## src/rtl/uart_rx_pkg.sv

```systemverilog
// rtl/uart_rx_pkg.sv - shared types and helpers for the UART receive deserializer
// Purpose: receiver state encoding and the baud divider calculation.
// Ports: none (package).
package uart_rx_pkg;

  typedef enum logic [2:0] {
    IDLE,
    START,
    DATA,
    PARITY,
    STOP
  } state_t;

  // Clocks per oversample tick, integer-truncated.
  function automatic int calc_div(input int clk_freq, input int baud_rate, input int oversample);
    return clk_freq / (baud_rate * oversample);
  endfunction

endpackage

```

## src/rtl/baud_tick_gen.sv

```systemverilog
// rtl/baud_tick_gen.sv - oversample tick generator for the UART receiver
// Purpose: one-clk tick every DIV clocks, counter held at 0 while restart is high.
// Ports:
//   clk     in  system clock
//   rstn    in  asynchronous active-low reset
//   restart in  clears the divider (first tick DIV clocks after release)
//   tick    out one-cycle oversample tick
module baud_tick_gen #(
  parameter int DIV = 54
) (
  input  logic clk,
  input  logic rstn,
  input  logic restart,
  output logic tick
);

  localparam int CW = (DIV > 1) ? $clog2(DIV) : 1;
  localparam logic [CW-1:0] LAST = CW'(DIV - 1);

  logic [CW-1:0] r_cnt;

  always_ff @(posedge clk or negedge rstn) begin
    if (!rstn) begin
      r_cnt <= '0;
    end else if (restart || (r_cnt == LAST)) begin
      r_cnt <= '0;
    end else begin
      r_cnt <= r_cnt + CW'(1);
    end
  end

  assign tick = !restart && (r_cnt == LAST);

endmodule

```

## src/rtl/uart_rx_deser.sv

```systemverilog
// rtl/uart_rx_deser.sv - oversampling UART receiver with valid/ready byte output
// Purpose: synchronizes the RX pin, validates start/data/stop (and optional
//   even parity when UART_RX_PARITY_EN is defined), presents bytes on valid/ready,
//   and pulses frame_err / overrun / parity_err instead of delivering bad bytes.
// Ports:
//   clk        in  system clock
//   rstn       in  asynchronous active-low reset
//   sig        in  raw serial input, idle high, asynchronous
//   data       out received byte, stable while valid
//   valid      out byte available
//   ready      in  consumer accepts when valid && ready
//   frame_err  out one-cycle pulse, stop bit sampled 0
//   overrun    out one-cycle pulse, good byte dropped because valid was pending
//   parity_err out one-cycle pulse on parity mismatch (0 without UART_RX_PARITY_EN)
module uart_rx_deser #(
  parameter int DATA_WIDTH = 8,
  parameter int BAUD_RATE  = 115200,
  parameter int CLK_FREQ   = 100_000_000,
  parameter int OVERSAMPLE = 16
) (
  input  logic                  clk,
  input  logic                  rstn,
  input  logic                  sig,
  output logic [DATA_WIDTH-1:0] data,
  output logic                  valid,
  input  logic                  ready,
  output logic                  frame_err,
  output logic                  overrun,
  output logic                  parity_err
);
  import uart_rx_pkg::*;

  localparam int DIV = calc_div(CLK_FREQ, BAUD_RATE, OVERSAMPLE);
  localparam int TW  = $clog2(OVERSAMPLE);
  localparam int IW  = (DATA_WIDTH > 1) ? $clog2(DATA_WIDTH) : 1;
  localparam logic [TW-1:0] MID_TICK  = TW'(OVERSAMPLE / 2 - 1);
  localparam logic [TW-1:0] FULL_TICK = TW'(OVERSAMPLE - 1);
  localparam logic [IW-1:0] LAST_BIT  = IW'(DATA_WIDTH - 1);

  logic                  r_sync1, r_sync2, r_prev;
  logic                  w_rx_s;
  state_t                r_state, w_state_nxt;
  logic [TW-1:0]         r_tick_cnt, w_tick_cnt_nxt;
  logic [IW-1:0]         r_bit_idx, w_bit_idx_nxt;
  logic [DATA_WIDTH-1:0] r_shift, w_shift_nxt;
  logic                  w_tick, w_restart;
  logic                  w_stop_sample, w_frame_err, w_parity_err;
  logic                  w_deliver, w_accept, w_load, w_overrun;
`ifdef UART_RX_PARITY_EN
  logic                  r_par, w_par_nxt;
`endif

  assign w_rx_s = r_sync2;

  // Divider is held cleared in IDLE so the first tick lands DIV clocks after the start edge.
  assign w_restart = (r_state == IDLE);

  baud_tick_gen #(.DIV(DIV)) u_tick (
    .clk     (clk),
    .rstn    (rstn),
    .restart (w_restart),
    .tick    (w_tick)
  );

  always_ff @(posedge clk or negedge rstn) begin
    if (!rstn) begin
      r_state    <= IDLE;
      r_sync1    <= 1'b1;
      r_sync2    <= 1'b1;
      r_prev     <= 1'b1;
      r_tick_cnt <= '0;
      r_bit_idx  <= '0;
      r_shift    <= '0;
    end else begin
      r_state    <= w_state_nxt;
      r_sync1    <= sig;
      r_sync2    <= r_sync1;
      r_prev     <= r_sync2;
      r_tick_cnt <= w_tick_cnt_nxt;
      r_bit_idx  <= w_bit_idx_nxt;
      r_shift    <= w_shift_nxt;
    end
  end

  always_comb begin
    w_state_nxt    = r_state;
    w_tick_cnt_nxt = r_tick_cnt;
    w_bit_idx_nxt  = r_bit_idx;
    w_shift_nxt    = r_shift;
    w_stop_sample  = 1'b0;
`ifdef UART_RX_PARITY_EN
    w_par_nxt      = r_par;
`endif
    case (r_state)
      IDLE: begin
        w_tick_cnt_nxt = '0;
        // Edge, not level: a line stuck low cannot re-trigger.
        if (r_prev && !w_rx_s) w_state_nxt = START;
      end
      START: begin
        if (w_tick) begin
          if (r_tick_cnt == MID_TICK) begin
            w_tick_cnt_nxt = '0;
            w_bit_idx_nxt  = '0;
            w_state_nxt    = w_rx_s ? IDLE : DATA;
          end else begin
            w_tick_cnt_nxt = r_tick_cnt + TW'(1);
          end
        end
      end
      DATA: begin
        if (w_tick) begin
          if (r_tick_cnt == FULL_TICK) begin
            w_tick_cnt_nxt         = '0;
            w_shift_nxt[r_bit_idx] = w_rx_s;
            if (r_bit_idx == LAST_BIT) begin
`ifdef UART_RX_PARITY_EN
              w_state_nxt = PARITY;
`else
              w_state_nxt = STOP;
`endif
            end else begin
              w_bit_idx_nxt = r_bit_idx + IW'(1);
            end
          end else begin
            w_tick_cnt_nxt = r_tick_cnt + TW'(1);
          end
        end
      end
`ifdef UART_RX_PARITY_EN
      PARITY: begin
        if (w_tick) begin
          if (r_tick_cnt == FULL_TICK) begin
            w_tick_cnt_nxt = '0;
            w_par_nxt      = w_rx_s;
            w_state_nxt    = STOP;
          end else begin
            w_tick_cnt_nxt = r_tick_cnt + TW'(1);
          end
        end
      end
`endif
      STOP: begin
        if (w_tick) begin
          if (r_tick_cnt == FULL_TICK) begin
            w_tick_cnt_nxt = '0;
            w_stop_sample  = 1'b1;
            w_state_nxt    = IDLE;
          end else begin
            w_tick_cnt_nxt = r_tick_cnt + TW'(1);
          end
        end
      end
      default: w_state_nxt = IDLE;
    endcase
  end

  assign w_frame_err  = w_stop_sample && !w_rx_s;
`ifdef UART_RX_PARITY_EN
  // Even parity: data bits plus parity bit must hold an even number of ones.
  assign w_parity_err = w_stop_sample && ((^r_shift) ^ r_par);
`else
  assign w_parity_err = 1'b0;
`endif
  assign w_deliver = w_stop_sample && w_rx_s && !w_parity_err;
  assign w_accept  = valid && ready;
  // A same-cycle acceptance frees the slot, so the new byte is taken without overrun.
  assign w_load    = w_deliver && (!valid || w_accept);
  assign w_overrun = w_deliver && valid && !ready;

  always_ff @(posedge clk or negedge rstn) begin
    if (!rstn) begin
      data      <= '0;
      valid     <= 1'b0;
      frame_err <= 1'b0;
      overrun   <= 1'b0;
    end else begin
      frame_err <= w_frame_err;
      overrun   <= w_overrun;
      if (w_load) begin
        data  <= r_shift;
        valid <= 1'b1;
      end else if (w_accept) begin
        valid <= 1'b0;
      end
    end
  end

`ifdef UART_RX_PARITY_EN
  always_ff @(posedge clk or negedge rstn) begin
    if (!rstn) begin
      r_par      <= 1'b0;
      parity_err <= 1'b0;
    end else begin
      r_par      <= w_par_nxt;
      parity_err <= w_parity_err;
    end
  end
`else
  assign parity_err = 1'b0;
`endif

endmodule

```

## config.mk

```make
export PLATFORM = sky130hd
export DESIGN_NAME = uart_rx_deser
export DESIGN_NICKNAME = d
export VERILOG_FILES = /design/src/rtl/uart_rx_pkg.sv /design/src/rtl/baud_tick_gen.sv /design/src/rtl/uart_rx_deser.sv
export SDC_FILE = /design/constraint.sdc
export NUM_CORES = 1
export LEC_CHECK = 0
export BUFFER_PORTS_ARGS = -buffer_cell sky130_fd_sc_hd__buf_2
export CAP_MARGIN = 10
export CORE_UTILIZATION = 40
export CTS_CLUSTER_SIZE = 20
export DETAILED_ROUTE_END_ITERATION = 10
export GPL_TIMING_DRIVEN = 1
export SYNTH_ARGS = -nofsm -noshare
export SYNTH_HDL_FRONTEND = slang
export SYNTH_SLANG_ARGS = --single-unit
```

## constraint.sdc

```tcl
create_clock -name clk -period 1.9 [get_ports clk]
set_input_delay 0.095 -clock clk [delete_from_list [all_inputs] [get_ports clk]]
set_output_delay 0.095 -clock clk [all_outputs]
set_load 0.01 [all_outputs]
```

==> results of run 1 <==
==> repair_timing <==
action / 4_1_cts / 5_1_grt
pin swaps: 0 / 4
hold buffers: 2 / 0
gates resized for setup: 2 / 13
hold endpoints to repair: 36 / 0
buffers inserted: 0 / 4
endpoints found under the setup margin: 9 / 19
==> area by class of cell <==
| class | instances | area share, % |
|---|---|---|
| multi-input cells | 108 | 39.25 |
| repair buffers | 48 | 13.71 |
| clock buffers | 6 | 3.427 |
| flip-flops and latches | 38 | 39.62 |
| well taps | 52 | 2.700 |
| clock inverters | 2 | 0.5192 |
| inverters | 5 | 0.7788 |
==> worst max-delay path by stage <==
stage	start	to	slack, ns	cells after the start
2_1_floorplan	u_tick.r_cnt[1]	r_shift[5]	-0.05	7
3_3_place_gp	u_tick.r_cnt[1]	r_shift[5]	-0.14	6
3_5_place_dp	u_tick.r_cnt[1]	r_shift[4]	-0.13	6
4_1_cts	r_tick_cnt[1]	r_shift[4]	-0.05	5
5_1_grt	r_tick_cnt[1]	r_shift[4]	-0.11	5
6_report	r_tick_cnt[1]	r_shift[4]	-0.05	5
==> kinds of logic (layout without fill, tap and decap cells) <==
kind of cell	after synthesis	count (layout)	share of synthesized area [%]
AND/OR/NAND/NOR	56	56	18.28
flip-flops	38	38	51.66
multiplexers	22	22	13.27
buffers and inverters	12	61	2.776
AO/OA/AOI/OAI	18	18	7.584
other	1	1	0.2029
XOR/XNOR	6	6	2.844
adder cells (fa/ha/maj)	5	5	3.385
==> placed cells by master (no fill, tap or decap), types with 4 or more instances in the layout <==
| cell type | count |
|---|---|
| sky130_fd_sc_hd__buf_2 | 14 |
| sky130_fd_sc_hd__buf_4 | 32 |
| sky130_fd_sc_hd__clkbuf_8 | 6 |
| sky130_fd_sc_hd__dfrtp_1 | 35 |
| sky130_fd_sc_hd__inv_1 | 4 |
| sky130_fd_sc_hd__mux2_2 | 13 |
| sky130_fd_sc_hd__mux2_4 | 5 |
| sky130_fd_sc_hd__nand2_1 | 6 |
| sky130_fd_sc_hd__nand3_1 | 4 |
| sky130_fd_sc_hd__nor2_1 | 12 |
| sky130_fd_sc_hd__nor2b_1 | 5 |
| sky130_fd_sc_hd__xnor2_1 | 4 |
==> flip-flops by register name, summed over array words and instances, names as in the netlist, 3 cells and up <==
| register | flops |
|---|---|
| data | 8 |
| r_bit_idx | 3 |
| r_shift | 8 |
| r_state | 3 |
| r_tick_cnt | 4 |
| u_tick.r_cnt | 6 |
==> stage by stage <==
step,instance area (um2),setup slack (ns)
2_1_floorplan,1883,-0.05133
3_3_place_gp,2190,-0.1373
3_5_place_dp,2190,-0.1308
4_1_cts,2316,-0.04850
5_1_grt,2410,-0.1096
6_report,2410,-0.05189
==> worst max-delay path, stage by stage (launching register included) <==
cell,delay (ns)
sky130_fd_sc_hd__dfrtp_1,0.36
sky130_fd_sc_hd__ha_2,0.20
sky130_fd_sc_hd__nand3_2,0.11
sky130_fd_sc_hd__or4b_4,0.62
sky130_fd_sc_hd__nor3b_4,0.23
sky130_fd_sc_hd__mux2_4,0.32
==> routing by layer <==
metal	global-route usage (%)	share of wire [%]	up-vias
met3	3.896	3.4	2
met5	0	0	-
met2	25.53	48	27
met4	4.000	0.45	0
met1	22.15	48	678
li1	-	-	666
==> power breakdown <==
| part | internal, W | switching [W] |
|---|---|---|
| Combinational | 0.000396 | 0.000388 |
| Sequential | 0.000869 | 0.0000499 |
| Clock | 0.000292 | 0.000285 |
==> run summary, run 1 <==
## Run status
• run status: finished with violations
• violated checks: negative setup slack

## Routing
• post-detailed-route via-to-cell ratio: 5.301
• number of DRC markers after the initial detailed-route iteration: 87
• wire length after detailed routing: 3.738 mm
• drt wl/cell: 14.43 um
• Routed Antenna Nets: 0
• total via count after detailed routing: 1,373
• Post-route DRC: 0
• drt first pass iters: 4

## Logic synthesis
• share of synthesized flip-flops with an asynchronous set or reset: 100.0%
• Seq cells post-synth: 38
• largest area contributor in the synthesized netlist: sky130_fd_sc_hd__dfrtp_1
• leading cell type by number of instances after synthesis: sky130_fd_sc_hd__dfrtp_1
• number of flops mapped to enable cells by yosys: 0
• sequential area share after synthesis: 51.66%
• Mapped Nets: 167
• Yosys top cell area share: 47.39%
• number of warning messages in the yosys log: 0
• cells after synthesis: 158
• ys flop type: sky130_fd_sc_hd__dfrtp_1
• Synth Cell Area: 1848 um2
• count of cell types in the netlist: 48
• top post-synthesis cells by count: sky130_fd_sc_hd__dfrtp_1 (35), sky130_fd_sc_hd__mux2_2 (17), sky130_fd_sc_hd__nor2_1 (12)
• cells taking the most area after synthesis: sky130_fd_sc_hd__dfrtp_1 (47%), sky130_fd_sc_hd__mux2_2 (10%), sky130_fd_sc_hd__dfstp_2 (4.3%), sky130_fd_sc_hd__ha_1 (3.4%), sky130_fd_sc_hd__nor2_1 (2.4%)
• post-synthesis average cell area: 11.70 um2

## Timing
• final number of hold-violating endpoints: 0
• Clock Skew: 0.01307 ns
• count of endpoints failing setup in the final report: 7
• PnR worst setup slack: -0.05189 ns
• Final Max Slew Viols: 0
• Tightest Pin Transition: 0.8211 ns
• highest clock frequency the design can meet: 512.3 MHz
• Setup TNS Final: -0.1917 ns
• worst-case headroom to the max-slew limit: 45.26%
• unrepaired setup endpoints after global routing: yes
• final critical-path required period: 1.952 ns
• final critical-path share of the clock period: 102.7%
• worst hold slack: 0.09498 ns

## Clock network
• maximum clock insertion buffer count: 2
• # clock sinks: 38
• CTS tree: built
• Clock Pin Slew Worst Setup and Hold Paths: 0.08 ns
• CTS HTree Levels: 2
• clock buffer count from CTS: 5
• root cell of the clock tree: sky130_fd_sc_hd__clkbuf_8
• latest clock arrival within the worst-skew pair: 0.29 ns

## Setup path
• beginning of the worst register-to-register path: r_tick_cnt[1]
• length in cells of the worst reg-to-reg path: 5
• capturing point of the worst reg2reg path: r_shift[4]
• CP startpoint kind: flop
• Critical Path AT: 2.12 ns
• required time at the endpoint of the critical path: 2.07 ns
• register-to-register path setup slack: -0.05 ns
• Worst Setup End Kind: flop
• Critical Setup Path Class: reg -> reg
• Max FO, Critical Path: 6

## Layout
• area of the multi-input gates: 945.9 um2
• number of nets in the final layout: 215
• layout overhead on the synthesized area: 30.40%
• post-route core utilization: 54.97%
• count of filler cells inserted in the layout: 366
• proportion of layout cells with a drive suffix above 1: 46.38%
• Antenna Diode Count: 0
• area used by sequential logic in the layout: 954.7 um2
• count of placed standard cells in the final layout, fillers left out: 259

## Die
• floorplan die height: 69.97 um
• horizontal die dimension: 69.97 um
• floorplan core area: 4384 um2
• num ports: 16
• number of cell rows: 24
• initial standard-cell utilization of the core: 42.15%
• Total Die Area: 4896 um2

## Placed design
• total of buffers placed on input and output ports: 14
• dpl hpwl: 2.640 mm
• RePlAce Congestion: 0.8205
• cell count after placement: 245

## Hold path
• Worst Hold Endpoint: valid
• launch instance of the worst min-delay path: ready
• worst min-delay path category: in -> reg
• worst hold stages: 3

## GRT
• number of antenna violations at the first check in global routing: 0
• Remaining Overflow, GRT: 0
• via count of the first global-routing pass: 1,314
• total track usage: 16.09%
• wire length of the first global-routing pass: 6.196 mm
• largest net degree at the start of global routing: 39

## Power
• Worst VDD drop: 0.0006908 V
• post-layout power: 0.002281 W
• leakage power total: 1.180 nW
• power density cells: 946.4 nW/um2

## Run
• max-cap violations: 0

Note: power is estimated with default switching activity, not from simulation.
==> inputs of run 2 (changes only) <==
--- a/config.mk
+++ b/config.mk
@@ -8,9 +8,11 @@
 export BUFFER_PORTS_ARGS = -buffer_cell sky130_fd_sc_hd__buf_2
 export CAP_MARGIN = 10
 export CORE_UTILIZATION = 40
+export CTS_CLUSTER_DIAMETER = 60
 export CTS_CLUSTER_SIZE = 20
 export DETAILED_ROUTE_END_ITERATION = 10
 export GPL_TIMING_DRIVEN = 1
+export SKIP_LAST_GASP = 1
 export SYNTH_ARGS = -nofsm -noshare
 export SYNTH_HDL_FRONTEND = slang
 export SYNTH_SLANG_ARGS = --single-unit
==> run 2 against run 1 <==
The flow still finishes with violations (negative setup slack). Global-route usage is the same. Sequential power hardly changed. Maximum frequency decreased by 0.35%. Cell count is the same. Clock power barely moved. Wire length is 1.2% lower. Core utilization decreased by 0.37 points. Cell area down 0.67%. Critical path type unchanged. Sequential share of layout area is 0.27 points higher. Sequential cell count is the same. Register-to-register slack hardly changed. Count of clock-buffer cells in the layout is the same.
==> run summary, run 2 (synthesis results as in run 1) <==
## Timing
• final number of hold-violating endpoints: 0
• worst-case headroom to the max-slew limit: 45.13%
• Final Max Slew Viols: 0
• count of endpoints failing setup in the final report: 8
• worst hold slack: 0.09287 ns
• final critical-path share of the clock period: 103.1%
• highest clock frequency the design can meet: 510.5 MHz
• Clock Skew: 0.01401 ns
• unrepaired setup endpoints after global routing: yes
• Tightest Pin Transition: 0.8230 ns
• PnR worst setup slack: -0.05871 ns
• final critical-path required period: 1.959 ns
• Setup TNS Final: -0.2340 ns

## Routing
• Routed Antenna Nets: 0
• total via count after detailed routing: 1,367
• number of DRC markers after the initial detailed-route iteration: 97
• post-detailed-route via-to-cell ratio: 5.278
• drt wl/cell: 14.25 um
• wire length after detailed routing: 3.692 mm
• Post-route DRC: 0
• drt first pass iters: 4

## GRT
• number of antenna violations at the first check in global routing: 0
• wire length of the first global-routing pass: 6.196 mm
• Remaining Overflow, GRT: 0
• M3 GR Usage: 3.896%
• met2 Use GR: 25.53%
• most crowded layer after global routing: met2
• total track usage: 16.09%
• GR Util met1: 22.15%
• via count of the first global-routing pass: 1,314
• largest net degree at the start of global routing: 39

## Setup path
• Worst Setup End Kind: flop
• critical path startpoint: r_tick_cnt[1]
• Critical Path AT: 2.13 ns
• required time at the endpoint of the critical path: 2.07 ns
• Max FO, Critical Path: 6
• CP startpoint kind: flop
• beginning of the worst register-to-register path: r_tick_cnt[1]
• Critical Setup Path Class: reg -> reg

## Run
• max-cap violations: 0

## Run status
• violated checks: negative setup slack
• run status: finished with violations

## Placed design
• dpl hpwl: 2.640 mm
• placed instance area: 2190 um2
• RePlAce Congestion: 0.8205
• total of buffers placed on input and output ports: 14

## Clock network
• maximum clock insertion buffer count: 2
• Clock Pin Slew Worst Setup and Hold Paths: 0.08 ns
• clock buffer count from CTS: 5
• # clock sinks: 38
• CTS tree: built
• root cell of the clock tree: sky130_fd_sc_hd__clkbuf_8
• CTS HTree Levels: 2
• latest clock arrival within the worst-skew pair: 0.29 ns

## Power
• Worst VDD drop: 0.0006923 V
• power density cells: 954.0 nW/um2
• leakage power total: 1.178 nW

## Die
• Total Die Area: 4896 um2
• num ports: 16
• horizontal die dimension: 69.97 um
• floorplan core area: 4384 um2
• initial standard-cell utilization of the core: 42.15%
• floorplan die height: 69.97 um
• number of cell rows: 24

## Layout
• layout overhead on the synthesized area: 29.52%
• number of nets in the final layout: 215
• post-route core utilization: 54.59%
• leading cell type in the layout, fill and taps excluded: sky130_fd_sc_hd__dfrtp_1
• Final Cell Area: 2394 um2
• area used by sequential logic in the layout: 954.7 um2
• biggest regs: data: 8 flops, r_shift: 8 flops, u_tick.r_cnt: 6 flops
• Antenna Diode Count: 0
• proportion of layout cells with a drive suffix above 1: 45.41%
• highest-count cells in the layout ignoring fill and taps: sky130_fd_sc_hd__dfrtp_1 (35), sky130_fd_sc_hd__buf_4 (32), sky130_fd_sc_hd__mux2_2 (15)
• area of the multi-input gates: 929.6 um2
• count of filler cells inserted in the layout: 371

## Hold path
• worst min-delay path category: in -> reg
• launch instance of the worst min-delay path: ready

==> run 2: stage by stage <==
stage | power (W) | worst slack, ns | cells
global placement | 0.001596 | -0.1373 | 245
CTS | 0.002221 | -0.04850 | 255
floorplan | 0.001355 | -0.05133 | 158
global route | 0.002428 | -0.1150 | 259
detailed placement | 0.001615 | -0.1308 | 245
finish | 0.002283 | -0.05871 | 259
==> run 2: what timing repair did <==
action | 4_1_cts | 5_1_grt
gates cloned | 0 | 0
hold endpoints to repair | 36 | 0
endpoints found under the setup margin | 9 | 19
gates resized for setup | 2 | 9
pin swaps | 0 | 4
buffers inserted | 0 | 4
hold buffers | 2 | 0
==> run 2: path summary, 6_finish.rpt <==
kind                                       to  slack, ns  cells past startpoint
worst min-delay path                    valid       0.09                      3
worst max-delay path               r_shift[4]      -0.06                      5
min in group asynchronous       r_tick_cnt[1]       0.43                      2
worst min register to register        r_sync2       0.36                      0
max in group asynchronous          r_state[0]       0.93                      2
worst max register to register     r_shift[4]      -0.06                      5
==> run 2: critical path, cell delays in order, from the launching register on <==
cell	delay (ns)
sky130_fd_sc_hd__dfrtp_1	0.36
sky130_fd_sc_hd__ha_2	0.20
sky130_fd_sc_hd__nand3_2	0.11
sky130_fd_sc_hd__or4b_4	0.61
sky130_fd_sc_hd__nor3b_4	0.22
sky130_fd_sc_hd__mux2_1	0.34
==> run 2: per-layer routing <==
metal	up-vias	part of all wire, %
li1	666	-
met1	672	49
met2	27	47
met3	2	3.4
met4	0	0.46
met5	-	0
==> run 2: layout make-up <==
cell class | count | share of cell area (%)
sequential | 38 | 39.88
inverter | 5 | 0.7841
multi-input combinational | 108 | 38.84
tap | 52 | 2.718
clock buffer | 6 | 3.450
timing repair buffer | 48 | 13.80
clock inverter | 2 | 0.5227
==> run 2: power breakdown <==
part	switching (W)	internal, W	total [W]
Combinational	0.000389	0.000396	0.000785
Clock	0.000288	0.000292	0.000579
Sequential	0.0000498	0.000869	0.000919
